[config.mk]
export PLATFORM = sky130hd
export DESIGN_NAME = lc3_cc_stack_unit
export DESIGN_NICKNAME = d
export VERILOG_FILES = /design/src/rtl/lc3_cc_stack_unit.sv
export SDC_FILE = /design/constraint.sdc
export NUM_CORES = 1
export LEC_CHECK = 0
export ABC_CLOCK_PERIOD_IN_PS = 2150
export BUFFER_PORTS_ARGS = -buffer_cell sky130_fd_sc_hd__buf_2
export CORE_MARGIN = 5
export CORE_UTILIZATION = 40
export DETAILED_ROUTE_END_ITERATION = 8
export PLACE_DENSITY_LB_ADDON = 0.05
export SYNTH_ARGS = -nofsm -noshare
export SYNTH_HDL_FRONTEND = slang
export SYNTH_SLANG_ARGS = --single-unit
[constraint.sdc]
create_clock -name i_CLK -period 2.15 [get_ports i_CLK]
set_input_delay 0.215 -clock i_CLK [delete_from_list [all_inputs] [get_ports i_CLK]]
set_output_delay 0.215 -clock i_CLK [all_outputs]
set_load 0.05 [all_outputs]
[src/rtl/lc3_cc_stack_unit.sv]
// lc3_cc_stack_unit
//   Condition-code unit for the LC-3 datapath. It derives N/Z/P from the bus,
//   registers the branch-enable decision, and keeps a small LIFO of saved NZP
//   values. Interrupt entry pushes the current codes and RTI pops them back,
//   so nested contexts keep their own condition codes.
//
// Ports
//   i_CLK        system clock, all state on the rising edge
//   i_RST_N      synchronous reset, active low, overrides every other input
//   i_Bus        datapath bus value used for CC derivation
//   i_LD_CC      load NZP from the bus-derived codes
//   i_LD_PSR     load NZP verbatim from i_PSR_NZP
//   i_PSR_NZP    NZP field from the PSR write path
//   i_LD_BEN     capture |(i_IR_nzp & o_NZP) into o_BEN
//   i_IR_nzp     IR[11:9] branch mask
//   i_CC_Push    save the current NZP onto the stack
//   i_CC_Pop     restore NZP from the stack top
//   o_NZP        current condition codes {N,Z,P}
//   o_BEN        registered branch enable
//   o_Depth      number of stacked entries
//   o_Stack_Ovf  sticky: push attempted while full
//   o_Stack_Unf  sticky: pop attempted while empty
//
// Build option
//   CC_STACK_ERR_EN  when defined, o_Stack_Ovf/o_Stack_Unf are live sticky
//                    flags; otherwise both are tied low and no flag registers
//                    exist. Stack misuse is silently ignored in both builds.

module lc3_cc_stack_unit #(
  parameter int          DATA_W      = 16,
  parameter int          STACK_DEPTH = 4,
  parameter logic [2:0]  RESET_NZP   = 3'b010,
  localparam int         DEPTH_W     = $clog2(STACK_DEPTH + 1)
) (
  input  logic               i_CLK,
  input  logic               i_RST_N,
  input  logic [DATA_W-1:0]  i_Bus,
  input  logic               i_LD_CC,
  input  logic               i_LD_PSR,
  input  logic [2:0]         i_PSR_NZP,
  input  logic               i_LD_BEN,
  input  logic [2:0]         i_IR_nzp,
  input  logic               i_CC_Push,
  input  logic               i_CC_Pop,
  output logic [2:0]         o_NZP,
  output logic               o_BEN,
  output logic [DEPTH_W-1:0] o_Depth,
  output logic               o_Stack_Ovf,
  output logic               o_Stack_Unf
);

  localparam int IDX_W = (STACK_DEPTH > 1) ? $clog2(STACK_DEPTH) : 1;

  logic [2:0]         nzp_q;
  logic               ben_q;
  logic [DEPTH_W-1:0] depth_q;
  logic [2:0]         stack_q [STACK_DEPTH];

  logic               cc_n, cc_z, cc_p;
  logic               stack_empty, stack_full;
  logic               do_pop, do_push;
  logic [IDX_W-1:0]   wr_idx, rd_idx;

  assign cc_n = i_Bus[DATA_W-1];
  assign cc_z = (i_Bus == '0);
  assign cc_p = !cc_n && !cc_z;

  assign stack_empty = (depth_q == '0);
  assign stack_full  = (depth_q == DEPTH_W'(STACK_DEPTH));

  // Pop wins over push; a push in the same cycle is dropped even when the
  // pop itself is ignored because the stack is empty.
  assign do_pop  = i_CC_Pop && !stack_empty;
  assign do_push = i_CC_Push && !i_CC_Pop && !stack_full;

  assign wr_idx = IDX_W'(depth_q);
  assign rd_idx = IDX_W'(depth_q - DEPTH_W'(1));

  always_ff @(posedge i_CLK) begin
    if (!i_RST_N) begin
      nzp_q   <= RESET_NZP;
      ben_q   <= 1'b0;
      depth_q <= '0;
    end else begin
      // BEN sees the pre-edge codes, never a same-cycle CC load.
      if (i_LD_BEN)
        ben_q <= |(i_IR_nzp & nzp_q);

      if (do_pop)
        nzp_q <= stack_q[rd_idx];
      else if (i_LD_PSR)
        nzp_q <= i_PSR_NZP;
      else if (i_LD_CC)
        nzp_q <= {cc_n, cc_z, cc_p};

      if (do_pop)
        depth_q <= depth_q - DEPTH_W'(1);
      else if (do_push)
        depth_q <= depth_q + DEPTH_W'(1);
    end
  end

  // Stack storage needs no reset; entries above depth are never read.
  always_ff @(posedge i_CLK) begin
    if (i_RST_N && do_push)
      stack_q[wr_idx] <= nzp_q;
  end

`ifdef CC_STACK_ERR_EN
  logic ovf_q, unf_q;

  always_ff @(posedge i_CLK) begin
    if (!i_RST_N) begin
      ovf_q <= 1'b0;
      unf_q <= 1'b0;
    end else begin
      if (i_CC_Push && !i_CC_Pop && stack_full)
        ovf_q <= 1'b1;
      if (i_CC_Pop && stack_empty)
        unf_q <= 1'b1;
    end
  end

  assign o_Stack_Ovf = ovf_q;
  assign o_Stack_Unf = unf_q;
`else
  assign o_Stack_Ovf = 1'b0;
  assign o_Stack_Unf = 1'b0;
`endif

  assign o_NZP   = nzp_q;
  assign o_BEN   = ben_q;
  assign o_Depth = depth_q;

endmodule

==> reports/results.ini, run 1 <==
[logic_synthesis]
synth_compound_area_frac = 0.103
ys_ff_latch = 19
synthXorXnorAreaFrac = 0
synth.area.mux_share = 0.101
synthAdderAreaFrac = 0.0638
yosysWarnings = 0
avgSynthCellArea_um2 = 12.1
synthesis.area_um2 = 981
yosysSeqAreaShare = 0.510
synth-simple-area-share = 0.167
synthCells = 81
synth_ff_type = edfxtp_1
synth_edf_count = 12
synth_top_family_by_area = simple AND/OR/NAND/NOR gates
synthArstFlopShare = 0
synth_cell_type_count = 32

[outcome]
outcome = completed

[global_routing]
antenna_found_initial = 0
grt_overflow_total = 0
grt_max_degree = 11
grt_pass1_vias = 766
grt_first_pass_wirelength_mm = 3.66
grt_use_total = 0.143

[power_and_ir_drop]
leakage_nw = 0.521
p_per_area_nw_per_um2 = 884
ir_drop_v = 0.000512
design_power_total_mw = 1.06

[sta]
finalHoldViolCount = 0
setup_viol = 0
fin_crit_sh = 0.850
layout_min_cycle_time_ns = 1.83
slew-limit-headroom = 0.604
fin_setup_tns_ns = 0
report.final.slew_viol_count = 0
fin_worst_skew_ns = 0.00868
max_freq_ghz = 0.547
rsz0062_at_grt = false
worst-slew-pin-transition_ns = 0.579

[routing]
ant_nets = 0
post_drt_wl_per_cell_um = 15.7
num_vias = 772
dr.pass1.iters = 4
drc = 0
drt_iter0_drc = 20
wl_mm = 2.32
viasPerCell = 5.22

[setup_path]
path_buf_inv = 1
arrival_ns = 2.03
crit_type = flop to flop
end_kind = flop
cp_slowest_cell = dfxtp_1
start_kind = flop
crit_chain = inv_1 > ha_1 > a211oi_2 > mux2_1 > o211a_1
r2r_setup_slack_ns = 0.32
required_ns = 2.35
critPathMaxStageDelay_ns = 0.41
crit_family = compound AO/OA/AOI/OAI gates
worstPathMaxFanout = 7

[final_layout]
final_cell_count_no_fill = 148
drive_above_1_share = 0.390
antenna_cells = 0
area.growth.synth_to_final_pct = 22.4
finish.instance_area_um2 = 1200
fin_util = 0.498
nets = 153
nFillCells = 232

[placed_design]
place_congestion = 0.784
dp_hpwl_mm = 1.89
numPortBuffers = 35
place_area_um2 = 1170
dpl.cell_count = 144

[floorplanning]
die_h_um = 59.5
num_rows = 18
die_w_um = 59.5
initial_core_util = 0.407
die_area_um2 = 3540
core-area_um2 = 2410
pin_count = 38

[clock_network]
ctsHtreeMaxLevel = 1
hold_buffers = 0
cts_buffer_depth = 2
cts_buffers = 3
cts_tree = done
cts.clk_slew.worst_paths_ns = 0.11
root_buffer = clkbuf_4
cts_sinks = 19
cts_setup_buffers = 0
cts-resized-gates = 0
clock_latency_ns = 0.29

[min_path]
min_path_type = primary input to flop

[flow_run]
max-cap-violations = 0

-- placed cells by master, fill, tap and decap left out, types with 3 or more instances in the layout --
cell type,n
nand2_1,3
inv_1,5
nor4_1,4
dfxtp_1,6
nor2_1,3
mux4_2,3
and3_1,5
buf_2,35
a21oi_1,3
nor3_1,6
clkbuf_4,3
ha_1,5
edfxtp_1,12
-- cell families after synthesis --
logic type,Yosys count
DFF,19
adders and majority gates,5
other,1
AOI/OAI and AO/OA,13
and+or+nand+nor,28
muxes,6
buffers and inverters,9
-- through the flow --
| step | setup WS, ns | hold WS, ns |
|---|---|---|
| after floorplan | 0.0500 | 0.296 |
| after global placement | 0.357 | 0.413 |
| after detailed placement | 0.325 | 0.420 |
| after CTS | 0.310 | 0.0972 |
| after global routing | 0.197 | 0.0969 |
| final | 0.323 | 0.107 |
-- worst paths after layout --
check / cells after the start / startpoint / endpoint
worst max register to register: 5 / o_Depth[1]$_SDFFE_PN0P_ / o_Depth[1]$_SDFFE_PN0P_
worst min-delay path: 2 / i_LD_BEN / o_BEN$_SDFFE_PN0P_
worst max-delay path: 5 / o_Depth[1]$_SDFFE_PN0P_ / o_Depth[1]$_SDFFE_PN0P_
worst min register to register: 2 / o_BEN$_SDFFE_PN0P_ / o_BEN$_SDFFE_PN0P_
-- final cells by class --
type	count	area, um2	share of cell area
inverter	5	18.8	0.0156
tap	30	37.5	0.0313
clock buffer	4	26.3	0.0219
timing repair buffer	36	183	0.152
sequential	19	502	0.418
multi-input combinational	54	434	0.361
-- layer usage --
metal	GRT usage	vias to the layer above	part of all wire
li1	-	378	-
met1	0.198	364	0.44
met2	0.222	28	0.49
met3	0.0370	2	0.065
met4	0.0380	0	0.0043
met5	0	-	0
-- flip-flops by register name, indices dropped and copies added (netlist names) --
| signal | count |
|---|---|
| o_BEN | 1 |
| o_Depth | 3 |
| o_NZP | 3 |
| stack_q | 12 |
-- synth_stat cells, types with 2 or more instances --
| master | instances | area share |
|---|---|---|
| mux2i_1 | 2 | 0.020 |
| ha_1 | 5 | 0.064 |
| mux4_2 | 3 | 0.069 |
| buf_4 | 2 | 0.015 |
| a21oi_1 | 3 | 0.015 |
| nand2b_1 | 2 | 0.013 |
| and3_1 | 5 | 0.032 |
| nor4_1 | 4 | 0.026 |
| dfxtp_1 | 7 | 0.14 |
| edfxtp_1 | 12 | 0.37 |
| nor2_1 | 3 | 0.011 |
| inv_1 | 5 | 0.019 |
| o21a_1 | 2 | 0.015 |
| nor3_1 | 6 | 0.031 |
| nand2_1 | 3 | 0.011 |
-- power breakdown --
part	switching [mW]	leakage, nW	total, mW	internal (mW)
clock network	0.107	0.0150	0.179	0.0721
logic	0.253	0.339	0.409	0.156
registers	0.0400	0.168	0.474	0.434
Note: power is estimated with default switching activity, not from simulation.
==> run 2: changes to the inputs <==
--- a/config.mk
+++ b/config.mk
@@ -5,7 +5,7 @@
 export SDC_FILE = /design/constraint.sdc
 export NUM_CORES = 1
 export LEC_CHECK = 0
-export ABC_CLOCK_PERIOD_IN_PS = 2150
+export ABC_CLOCK_PERIOD_IN_PS = 1520
 export BUFFER_PORTS_ARGS = -buffer_cell sky130_fd_sc_hd__buf_2
 export CORE_MARGIN = 5
 export CORE_UTILIZATION = 40
==> constraint.sdc (replaced) <==
create_clock -name i_CLK -period 1.52 [get_ports i_CLK]
set_input_delay 0.152 -clock i_CLK [delete_from_list [all_inputs] [get_ports i_CLK]]
set_output_delay 0.152 -clock i_CLK [all_outputs]
set_load 0.05 [all_outputs]
==> reports/results.ini, run 2 (same netlist as run 1, synthesis figures left out) <==
[sta]
setup_viol = 0
layout_min_cycle_time_ns = 1.51
rsz0062_at_grt = true
finalHoldViolCount = 0
report.final.slew_viol_count = 0
whs_ns = 0.0257
fin_worst_skew_ns = 0.0170
max_freq_ghz = 0.664
fin_setup_tns_ns = 0
fin_crit_sh = 0.991

[setup_path]
startpoint = o_Depth[1]$_SDFFE_PN0P_
path_buf_inv = 1
crit_type = flop to flop
required_ns = 1.72
crit_family = compound AO/OA/AOI/OAI gates
end_kind = flop
critPathMaxStageDelay_ns = 0.39
cp_slowest_cell = dfxtp_4
start_kind = flop
crit_chain = inv_4 > ha_4 > a211oi_4 > mux2_4 > o211a_1
arrival_ns = 1.71
worstPathMaxFanout = 6
reg2reg_from = o_Depth[1]$_SDFFE_PN0P_

[global_routing]
grt_use_total = 0.141
grt_overflow_total = 0
grt_pass1_vias = 790
grt_first_pass_wirelength_mm = 3.64
antenna_found_initial = 0
grt_max_degree = 11

[clock_network]
cts_buffer_depth = 2
cts.clk_slew.worst_paths_ns = 0.11
ctsHtreeMaxLevel = 1
cts_sinks = 19
hold_buffers = 0
clock_latency_ns = 0.30
cts_tree = done
cts_buffers = 3
root_buffer = clkbuf_4

[final_layout]
mostFrequentLayoutCells = 35 x buf_2, 12 x edfxtp_1, 8 x buf_4
nFillCells = 213
area.growth.synth_to_final_pct = 32.4
largest_reg_flops = 12
regMostFlops = stack_q
nets = 160
antenna_cells = 0
final_common_cell = buf_2
drive_above_1_share = 0.496

[routing]
post_drt_wl_per_cell_um = 14.5
ant_nets = 0
num_vias = 801
drc = 0
viasPerCell = 5.17
wl_mm = 2.25
drt_iter0_drc = 15
dr.pass1.iters = 4

[placed_design]
place_congestion = 0.740
dp_hpwl_mm = 1.83
numPortBuffers = 35

[power_and_ir_drop]
p_per_area_nw_per_um2 = 1260
leakage_nw = 0.560
ir_drop_v = 0.000807

[floorplanning]
die_w_um = 59.5
num_rows = 18
pin_count = 38
die_h_um = 59.5
die_area_um2 = 3540
core-area_um2 = 2410
initial_core_util = 0.407

[min_path]
worstHoldStart = i_LD_BEN
min_path_type = primary input to flop

[flow_run]
max-cap-violations = 0

[outcome]
outcome = completed

## run 2: report_power, final
part	switching [mW]	leakage, nW	total, mW	internal, mW
clock network	0.148	0.0150	0.250	0.102
logic	0.390	0.377	0.705	0.315
registers	0.0661	0.169	0.687	0.621
total	0.604	0.560	1.64	1.04
## run 2: metrics by stage
stage                     area (um2)  power, mW   util  setup WS, ns  instances
after floorplan                 1030       1.19      -        -0.200         82
after global routing            1300       1.75  0.539       -0.0484        155
after CTS                       1300       1.65  0.539      -0.00700        156
after detailed placement        1230       1.35  0.511       -0.0692        147
after global placement          1230       1.34  0.511       -0.0373        147
final                           1300       1.64  0.539        0.0143        155
## run 2: layer usage
layer / share of wire / wire [um] / up-vias / GRT usage
met4: 0.012 / 26 / 0 / 0.0475
met2: 0.48 / 1080 / 23 / 0.229
met5: 0 / 0 / - / 0
li1: - / - / 398 / -
met3: 0.054 / 122 / 4 / 0.0305
met1: 0.46 / 1020 / 376 / 0.184
## run 2: area by class of cell
| type | count | area [um2] | area share |
|---|---|---|---|
| well taps | 30 | 37.5 | 0.0289 |
| repair buffers | 43 | 235 | 0.181 |
| inverters | 5 | 23.8 | 0.0183 |
| flip-flops and latches | 19 | 509 | 0.392 |
| clock buffers | 4 | 26.3 | 0.0202 |
| multi-input cells | 54 | 467 | 0.359 |
## run 2: repair_timing
action | CTS | global route
gates cloned | 0 | 0
buffers inserted | 5 | 0
pin swaps | 2 | 3
gates resized for setup | 3 | 3
endpoints found under the setup margin | 10 | 15
## run 2: worst paths after layout
path         slack [ns]                      end  depth (start not counted)
max                0.01  o_Depth[1]$_SDFFE_PN0P_                          5
min                0.03       o_BEN$_SDFFE_PN0P_                          2
min reg2reg        0.51       o_BEN$_SDFFE_PN0P_                          2
max reg2reg        0.01  o_Depth[1]$_SDFFE_PN0P_                          5
## run 2: worst reg2reg max path, delay by kind of cell (launching register included)
kind | cells | cell delay (ns)
AOI/OAI and AO/OA | 2 | 0.48
muxes | 1 | 0.33
buffers and inverters | 1 | 0.04
DFF | 1 | 0.39
adders and majority gates | 1 | 0.17
==> run 3: changes to the inputs <==
--- a/config.mk
+++ b/config.mk
@@ -7,6 +7,7 @@
 export LEC_CHECK = 0
 export ABC_CLOCK_PERIOD_IN_PS = 1520
 export BUFFER_PORTS_ARGS = -buffer_cell sky130_fd_sc_hd__buf_2
+export CORE_ASPECT_RATIO = 0.9
 export CORE_MARGIN = 5
 export CORE_UTILIZATION = 40
 export DETAILED_ROUTE_END_ITERATION = 8
==> constraint.sdc (replaced) <==
create_clock -name i_CLK -period 1.52 [get_ports i_CLK]
set_input_delay 0.304 -clock i_CLK [delete_from_list [all_inputs] [get_ports i_CLK]]
set_output_delay 0.304 -clock i_CLK [all_outputs]
set_load 0.05 [all_outputs]
==> reports/results.ini, run 3 (same netlist as run 1, synthesis figures left out) <==
[sta]
report.final.slew_viol_count = 0
setup_viol = 1
fin_setup_tns_ns = -0.0263
layout_min_cycle_time_ns = 1.55
setup_ws_ns = -0.0263
fin_worst_skew_ns = 0.00494
max_freq_ghz = 0.647
fin_crit_sh = 1.02
rsz0062_at_grt = true
finalHoldViolCount = 0

[final_layout]
nFillCells = 214
mostFrequentLayoutCells = 35 x buf_2, 12 x edfxtp_1, 9 x buf_4
largest_reg_flops = 12
regMostFlops = stack_q
area.growth.synth_to_final_pct = 32.9
final_cell_count_no_fill = 154
multiInputGateArea_um2 = 467
final_common_cell = buf_2
nets = 161
regArea_um2 = 509
antenna_cells = 0
drive_above_1_share = 0.500

[floorplanning]
die_h_um = 57.0
pin_count = 38
core-area_um2 = 2400
die_area_um2 = 3540
die_w_um = 62.2
initial_core_util = 0.408
num_rows = 17

[global_routing]
antenna_found_initial = 0
grt_use_total = 0.131
grt_overflow_total = 0
grt_first_pass_wirelength_mm = 3.68
grt_max_degree = 11
grt_pass1_vias = 834

[outcome]
outcome = complete, but fails checks
violations = negative setup slack

[setup_path]
worstReg2RegEnd = o_Depth[1]$_SDFFE_PN0P_
crit_type = flop to flop
required_ns = 1.72
cp-endpoint = o_Depth[1]$_SDFFE_PN0P_
start_kind = flop
r2r_setup_slack_ns = -0.03
worstPathMaxFanout = 6
end_kind = flop
startpoint = o_Depth[1]$_SDFFE_PN0P_
arrival_ns = 1.74
reg2reg_from = o_Depth[1]$_SDFFE_PN0P_
ff2ff_path_depth = 5

[power_and_ir_drop]
leakage_nw = 0.566
p_per_area_nw_per_um2 = 1270
ir_drop_v = 0.000817

[placed_design]
dpl.cell_count = 145
dp_hpwl_mm = 1.76
numPortBuffers = 35
place_congestion = 0.737

[flow_run]
max-cap-violations = 0

[routing]
wl_mm = 2.27
num_vias = 798
viasPerCell = 5.18
post_drt_wl_per_cell_um = 14.7
ant_nets = 0
drt_iter0_drc = 20
dr.pass1.iters = 4
drc = 0

[clock_network]
cts_buffer_depth = 2
clock_latency_ns = 0.29
cts_tree = done
cts_sinks = 19
cts.clk_slew.worst_paths_ns = 0.11
cts_buffers = 3
ctsHtreeMaxLevel = 1
root_buffer = clkbuf_4

[min_path]
min_path_type = primary input to flop

## run 3: cell types whose count changed in the layout (fill, tap and decap cells not counted), sizes merged
cell / before / now
buf: 43 / 44
## run 3: layout make-up
class | instances | area share
sequential | 19 | 0.391
timing repair buffer | 44 | 0.186
clock buffer | 4 | 0.0202
multi-input combinational | 54 | 0.358
tap | 28 | 0.0269
inverter | 5 | 0.0182
## run 3: worst max-delay path, stage by stage, from the launching register on
cell and delay [ns]:
dfxtp_4 0.38, inv_4 0.04, ha_4 0.17, a211oi_4 0.33, mux2_4 0.33, o211a_1 0.20
## run 3: timing repair
action,in CTS,in global routing
setup buffers,5,0
pin swaps,2,3
endpoints found under the setup margin,12,15
gates resized for setup,4,2
hold buffers,0,0
## run 3: per-layer routing
layer / up-vias / global-route usage / routed length (um)
met5: - / 0 / 0
met4: 0 / 0.0464 / 10
met3: 2 / 0.0256 / 98
met2: 19 / 0.222 / 1130
met1: 381 / 0.165 / 1040
li1: 396 / - / -
## run 3: through the flow
step / hold WS, ns / util / area [um2] / setup WS [ns] / power (mW)
floorplan: 0.400 / - / 1030 / -0.200 / 1.19
global placement: 0.484 / 0.511 / 1230 / -0.0399 / 1.34
detailed placement: 0.494 / 0.511 / 1230 / -0.0458 / 1.34
CTS: 0.188 / 0.540 / 1300 / -0.0444 / 1.65
global route: 0.196 / 0.542 / 1300 / -0.0678 / 1.74
finish: 0.194 / 0.542 / 1300 / -0.0263 / 1.65
## run 3: worst min-delay path by stage
stage,depth (start not counted),end,from,slack [ns]
floorplan,1,o_BEN$_SDFFE_PN0P_,i_LD_BEN,0.40
global placement,2,o_BEN$_SDFFE_PN0P_,o_BEN$_SDFFE_PN0P_,0.48
detailed placement,2,o_BEN$_SDFFE_PN0P_,o_BEN$_SDFFE_PN0P_,0.49
CTS,2,o_BEN$_SDFFE_PN0P_,i_LD_BEN,0.19
global route,2,o_BEN$_SDFFE_PN0P_,i_LD_BEN,0.20
finish,2,o_BEN$_SDFFE_PN0P_,i_LD_BEN,0.19
## run 3: power by group
group / total, mW / internal, mW / switching, mW
logic: 0.709 / 0.317 / 0.393
clock network: 0.253 / 0.102 / 0.151
registers: 0.687 / 0.621 / 0.0661
total: 1.65 / 1.04 / 0.610
